===== config.mk =====
export PLATFORM = sky130hd
export DESIGN_NAME = count_scan_display
export DESIGN_NICKNAME = d
export VERILOG_FILES = /design/src/rtl/count_scan_display.sv
export SDC_FILE = /design/constraint.sdc
export NUM_CORES = 1
export LEC_CHECK = 0
export ABC_CLOCK_PERIOD_IN_PS = 2400
export BUFFER_PORTS_ARGS = -buffer_cell sky130_fd_sc_hd__buf_2
export CORE_MARGIN = 3
export CORE_UTILIZATION = 45
export DETAILED_ROUTE_END_ITERATION = 6
export PLACE_DENSITY = 0.68
export SKIP_CTS_REPAIR_TIMING = 1
export SLEW_MARGIN = 25
export SYNTH_ARGS = -nofsm -noshare
export SYNTH_HDL_FRONTEND = slang
export SYNTH_SLANG_ARGS = --single-unit

===== constraint.sdc =====
create_clock -name clk -period 2.4 [get_ports clk]
set_input_delay 0.72 -clock clk [delete_from_list [all_inputs] [get_ports clk]]
set_output_delay 0.72 -clock clk [all_outputs]
set_load 0.02 [all_outputs]

===== src/rtl/count_scan_display.sv =====
// Tracks changes of a 4-bit counter, keeps the last four distinct values, and
// scans them onto a 4-digit common-anode 7-segment display (newest on digit 0).
module count_scan_display #(
   parameter int SCAN_DIV       = 16,
   parameter bit SEG_ACTIVE_LOW = 1'b1
) (
   input  logic       clk,
   input  logic       reset,
   input  logic [3:0] q,
   output logic [6:0] seg,
   output logic       dp,
   output logic [3:0] an,
   output logic       change,
   output logic       wrap
);

   localparam int DIV_W = (SCAN_DIV > 2) ? $clog2(SCAN_DIV) : 1;
   localparam logic [DIV_W-1:0] DIV_LAST = DIV_W'(SCAN_DIV - 1);

   // Lit-segment pattern {a,b,c,d,e,f,g} for a hex digit, 1 = lit.
   function automatic logic [6:0] hex_font(input logic [3:0] val);
      logic [6:0] lit;
      case (val)
         4'h0: lit = 7'b1111110;
         4'h1: lit = 7'b0110000;
         4'h2: lit = 7'b1101101;
         4'h3: lit = 7'b1111001;
         4'h4: lit = 7'b0110011;
         4'h5: lit = 7'b1011011;
         4'h6: lit = 7'b1011111;
         4'h7: lit = 7'b1110000;
         4'h8: lit = 7'b1111111;
         4'h9: lit = 7'b1111011;
         4'hA: lit = 7'b1110111;
         4'hB: lit = 7'b0011111;
         4'hC: lit = 7'b1001110;
         4'hD: lit = 7'b0111101;
         4'hE: lit = 7'b1001111;
         default: lit = 7'b1000111;
      endcase
      return lit;
   endfunction

   function automatic logic [6:0] seg_drive(input logic [6:0] lit);
      return SEG_ACTIVE_LOW ? ~lit : lit;
   endfunction

   function automatic logic dp_drive(input logic lit);
      return SEG_ACTIVE_LOW ? ~lit : lit;
   endfunction

   logic [3:0]       q_d;
   logic [3:0]       h_val [4];
   logic             h_v   [4];
   logic             h_w   [4];
   logic [DIV_W-1:0] div;
   logic [1:0]       idx;

   logic             evt;
   logic             is_wrap;
   logic [3:0]       sel_val;
   logic             sel_v;
   logic             sel_w;

   assign evt     = (q != q_d);
   assign is_wrap = (q < q_d);
   assign sel_val = h_val[idx];
   assign sel_v   = h_v[idx];
   assign sel_w   = h_w[idx];

   // Sample stage: previous count, change/wrap strobes and value history
   always_ff @(posedge clk or negedge reset) begin
      if (!reset) begin
         q_d    <= 4'd0;
         change <= 1'b0;
         wrap   <= 1'b0;
         for (int i = 0; i < 4; i++) begin
            h_val[i] <= 4'd0;
            h_v[i]   <= 1'b0;
            h_w[i]   <= 1'b0;
         end
      end else begin
         q_d    <= q;
         change <= evt;
         wrap   <= evt & is_wrap;
         if (evt) begin
            for (int i = 3; i > 0; i--) begin
               h_val[i] <= h_val[i-1];
               h_v[i]   <= h_v[i-1];
               h_w[i]   <= h_w[i-1];
            end
            h_val[0] <= q;
            h_v[0]   <= 1'b1;
            h_w[0]   <= is_wrap;
         end
      end
   end

   // Scan stage: divider and digit index
   always_ff @(posedge clk or negedge reset) begin
      if (!reset) begin
         div <= '0;
         idx <= 2'd0;
      end else if (div == DIV_LAST) begin
         div <= '0;
         idx <= idx + 2'd1;
      end else begin
         div <= div + 1'b1;
      end
   end

   // Output stage: decode of the digit selected before this edge
   always_ff @(posedge clk or negedge reset) begin
      if (!reset) begin
         seg <= seg_drive(7'h00);
         dp  <= dp_drive(1'b0);
         an  <= 4'b1110;
      end else begin
         an <= ~(4'b0001 << idx);
         if (sel_v) begin
            seg <= seg_drive(hex_font(sel_val));
            dp  <= dp_drive(sel_w);
         end else begin
            seg <= seg_drive(7'h00);
            dp  <= dp_drive(1'b0);
         end
      end
   end

endmodule


==> flow_summary_export.csv <==
group,metric,value,unit
status,run_status,"completed",
clock_tree,cts_tree,"built",
synth,ys_warn_count,0,
power,power.density,797,mW/mm^2
placement,dp_slack,0.440,ns
drt,drt_iter0_markers,35,
drt,wire_per_inst,11.9,um
drt,dr_total_vias,1371,
synth,synth_area_per_cell,10.9,um^2
synth,synthMuxAreaShare,0.0726,
synth,synth_cell_types,35,
clock_tree,numCtsBuffers,5,
setup_path,reg2reg_from,"idx[0]$_DFFE_PN0N_",
timing,fin_crit_sh,0.828,
clock_tree,cts_buffer_depth,2,
power,power.total,1.94,mW
cells_and_area,layout_common_cells,"nand2_1 (69), dfrtp_1 (37), buf_2 (19)",
setup_path,arrival,2.21,ns
setup_path,setup.worst_path.start_class,"register",
cells_and_area,n_antenna_cell,0,
cells_and_area,synthToLayoutAreaGrowth,12.4,%
synth,ys_seq_area_frac,0.560,
placement,numPortBuffers,19,
floorplan,fp-row-count,24,
drt,ant_nets,0,
setup_path,cp.required,2.62,ns
synth,synth_area,0.00217,mm^2
cells_and_area,layout_commonest_cell,"nand2_1",
clock_tree,clk_pin_slew,0.08,ns
timing,setup_slack,0.412,ns
floorplan,die_area,0.00569,mm^2
cells_and_area,layout-drive-gt1-share,0.216,
drt,drc,0,
setup_path,cp-end-kind,"register",
setup_path,crit_start,"idx[0]$_DFFE_PN0N_",
floorplan,io-pin-count,20,
global_route,antenna_found_initial,0,
timing,finClkSkew,0.00789,ns
timing,rsz0062_at_grt,"no",
global_route,grt_max_degree,26,
floorplan,die_w,75.5,um
synth,synth_xor_xnor_area_share,0.00807,
cells_and_area,nFillCells,405,
timing,finalSetupTns,0,ns
drt,vias_per_cell,5.00,
timing,clock.fmax,0.503,GHz
setup_path,cp_slowest_cell,"mux4_1",
synth,synth_top_area_frac,0.427,
clock_tree,clk_latency,0.29,ns
drt,drt_wl_total,3250,um
synth,ys_ff_latch,48,
global_route,grt_pass1_wl,5730,um
synth,synthTopCellsByArea,"dfrtp_1 (43%), dfstp_2 (13%), nand2_1 (12%), ha_1 (8.6%), mux4_1 (3.6%)",
power,p_leak,1.19,nW
timing,finalHoldViolations,0,
synth,synth_compound_area_frac,0.0692,
synth,synth_fa_ha_area_frac,0.0865,
floorplan,dieHeight,75.5,um
synth,synth-simple-area-share,0.157,
synth,synthCells,199,
synth,yosysTopAreaCell,"dfrtp_1",
global_route,grtUsageTotal,0.135,
setup_path,crit_type,"reg2reg",
flow_run,maxCapViolCount,0,
floorplan,coreArea,0.00450,mm^2
setup_path,rr_worst_depth,6,
setup_path,crit_chain,"mux4_1, inv_1, ha_1, nand2_1, o21ai_0, o211ai_1",
floorplan,start_util,0.482,
synth,synth_nets,220,
placement,dp_hpwl,2320,um
min_path,hold_class,"in2async",
timing,slew_headroom,0.637,
cells_and_area,final_nets,242,
timing,report.final.slew_viol_count,0,
synth,synth_top_family_by_area,"simple AND/OR/NAND/NOR gates",
timing,finalSetupViolCount,0,
global_route,grt_pass1_vias,1262,
drt,firstDrtPassIters,4,
clock_tree,htree_levels,2,
timing,worstMarginPinSlew,0.544,ns
placement,gp_congestion,0.807,
clock_tree,clock_sinks,48,
timing,period_needed,1.99,ns
power,peakVddDrop,0.517,mV
setup_path,cp_slowest_stage_delay,0.68,ns
setup_path,crit_fanout,5,
clock_tree,root_buffer,"clkbuf_8",
global_route,gr-total-overflow,0,
-- logic make-up after synthesis --
logic type | Yosys count
AND/OR/NAND/NOR | 82
multiplexers | 7
buffers and inverters | 24
flip-flops | 48
adder cells (fa/ha/maj) | 15
XOR/XNOR | 2
AO/OA/AOI/OAI | 21
-- where the power goes --
group	internal (mW)	switching [mW]	total, mW
combinational	0.157	0.236	0.393
sequential	0.946	0.0462	0.993
clock	0.309	0.249	0.559
total	1.41	0.532	1.94
-- state kept, by name (all words and copies together), names as in the netlist --
name and count:
change 1, div 4, h_w 4, h_val 16
dp 1, h_v 4, seg 7, q_d 4
wrap 1, an 4, idx 2
-- layout make-up --
type / instances / area [um^2] / area share
Inverter: 16 / 60.1 / 0.0246
Tap cell: 52 / 65.1 / 0.0267
Clock buffer: 6 / 72.6 / 0.0297
Sequential cell: 48 / 1210 / 0.498
Timing Repair Buffer: 23 / 138 / 0.0564
Clock inverter: 2 / 35.0 / 0.0144
Multi-Input combinational cell: 127 / 855 / 0.350
-- final timing paths --
kind	endpoint	slack, ns
min	h_v[2]$_DFFE_PN0N_	0.40
max	seg[3]$_DFF_PN1_	0.41
min in group clk	h_val[2]$_DFFE_PN0N_	0.47
max reg2reg	seg[3]$_DFF_PN1_	0.41
min reg2reg	h_val[2]$_DFFE_PN0N_	0.47
max in group asynchronous	seg[6]$_DFF_PN1_	1.42
-- worst max-delay path, delay by kind of cell, from the launching register on --
kind | cells | cell delay (ns)
DFF | 1 | 0.48
and+or+nand+nor | 1 | 0.06
buffers and inverters | 1 | 0.17
AOI/OAI and AO/OA | 2 | 0.26
muxes | 1 | 0.68
adders and majority gates | 1 | 0.26
-- layer usage --
| metal | track usage | wire length [um] |
|---|---|---|
| met5 | 0 | 0 |
| met3 | 0.0409 | 121 |
| met1 | 0.181 | 1600 |
| met4 | 0.0621 | 41 |
| met2 | 0.200 | 1490 |
-- synth_stat cells --
| cell type | number |
|---|---|
| a21oi_1 | 3 |
| a21oi_2 | 1 |
| a31oi_1 | 1 |
| and2b_1 | 1 |
| and4_1 | 1 |
| buf_1 | 1 |
| buf_4 | 1 |
| buf_6 | 1 |
| clkbuf_1 | 5 |
| dfrtp_1 | 37 |
| dfstp_2 | 11 |
| ha_1 | 15 |
| inv_1 | 15 |
| inv_2 | 1 |
| mux2_1 | 1 |
| mux4_1 | 3 |
| mux4_2 | 3 |
| nand2_1 | 69 |
| nand2b_1 | 1 |
| nand3_1 | 3 |
| nor2b_1 | 2 |
| nor3_1 | 2 |
| nor3b_1 | 1 |
| o211ai_1 | 4 |
| o21a_1 | 2 |
| o21ai_0 | 2 |
| o21ai_1 | 2 |
| o221ai_1 | 3 |
| o311ai_1 | 1 |
| o31ai_1 | 1 |
| o31ai_2 | 1 |
| or2_0 | 1 |
| or2_4 | 1 |
| xnor2_1 | 1 |
| xor2_1 | 1 |
-- per-stage QoR --
step	util	std cells	instance area, um^2	hold slack (ns)
final	0.542	274	2440	0.403
after global routing	0.542	274	2440	0.439
after CTS	0.542	274	2440	0.422
after detailed placement	0.518	266	2330	0.455
after global placement	0.518	266	2330	0.445
after floorplan	-	199	2170	0.424
No activity file was read; power rests on OpenSTA's default activity.
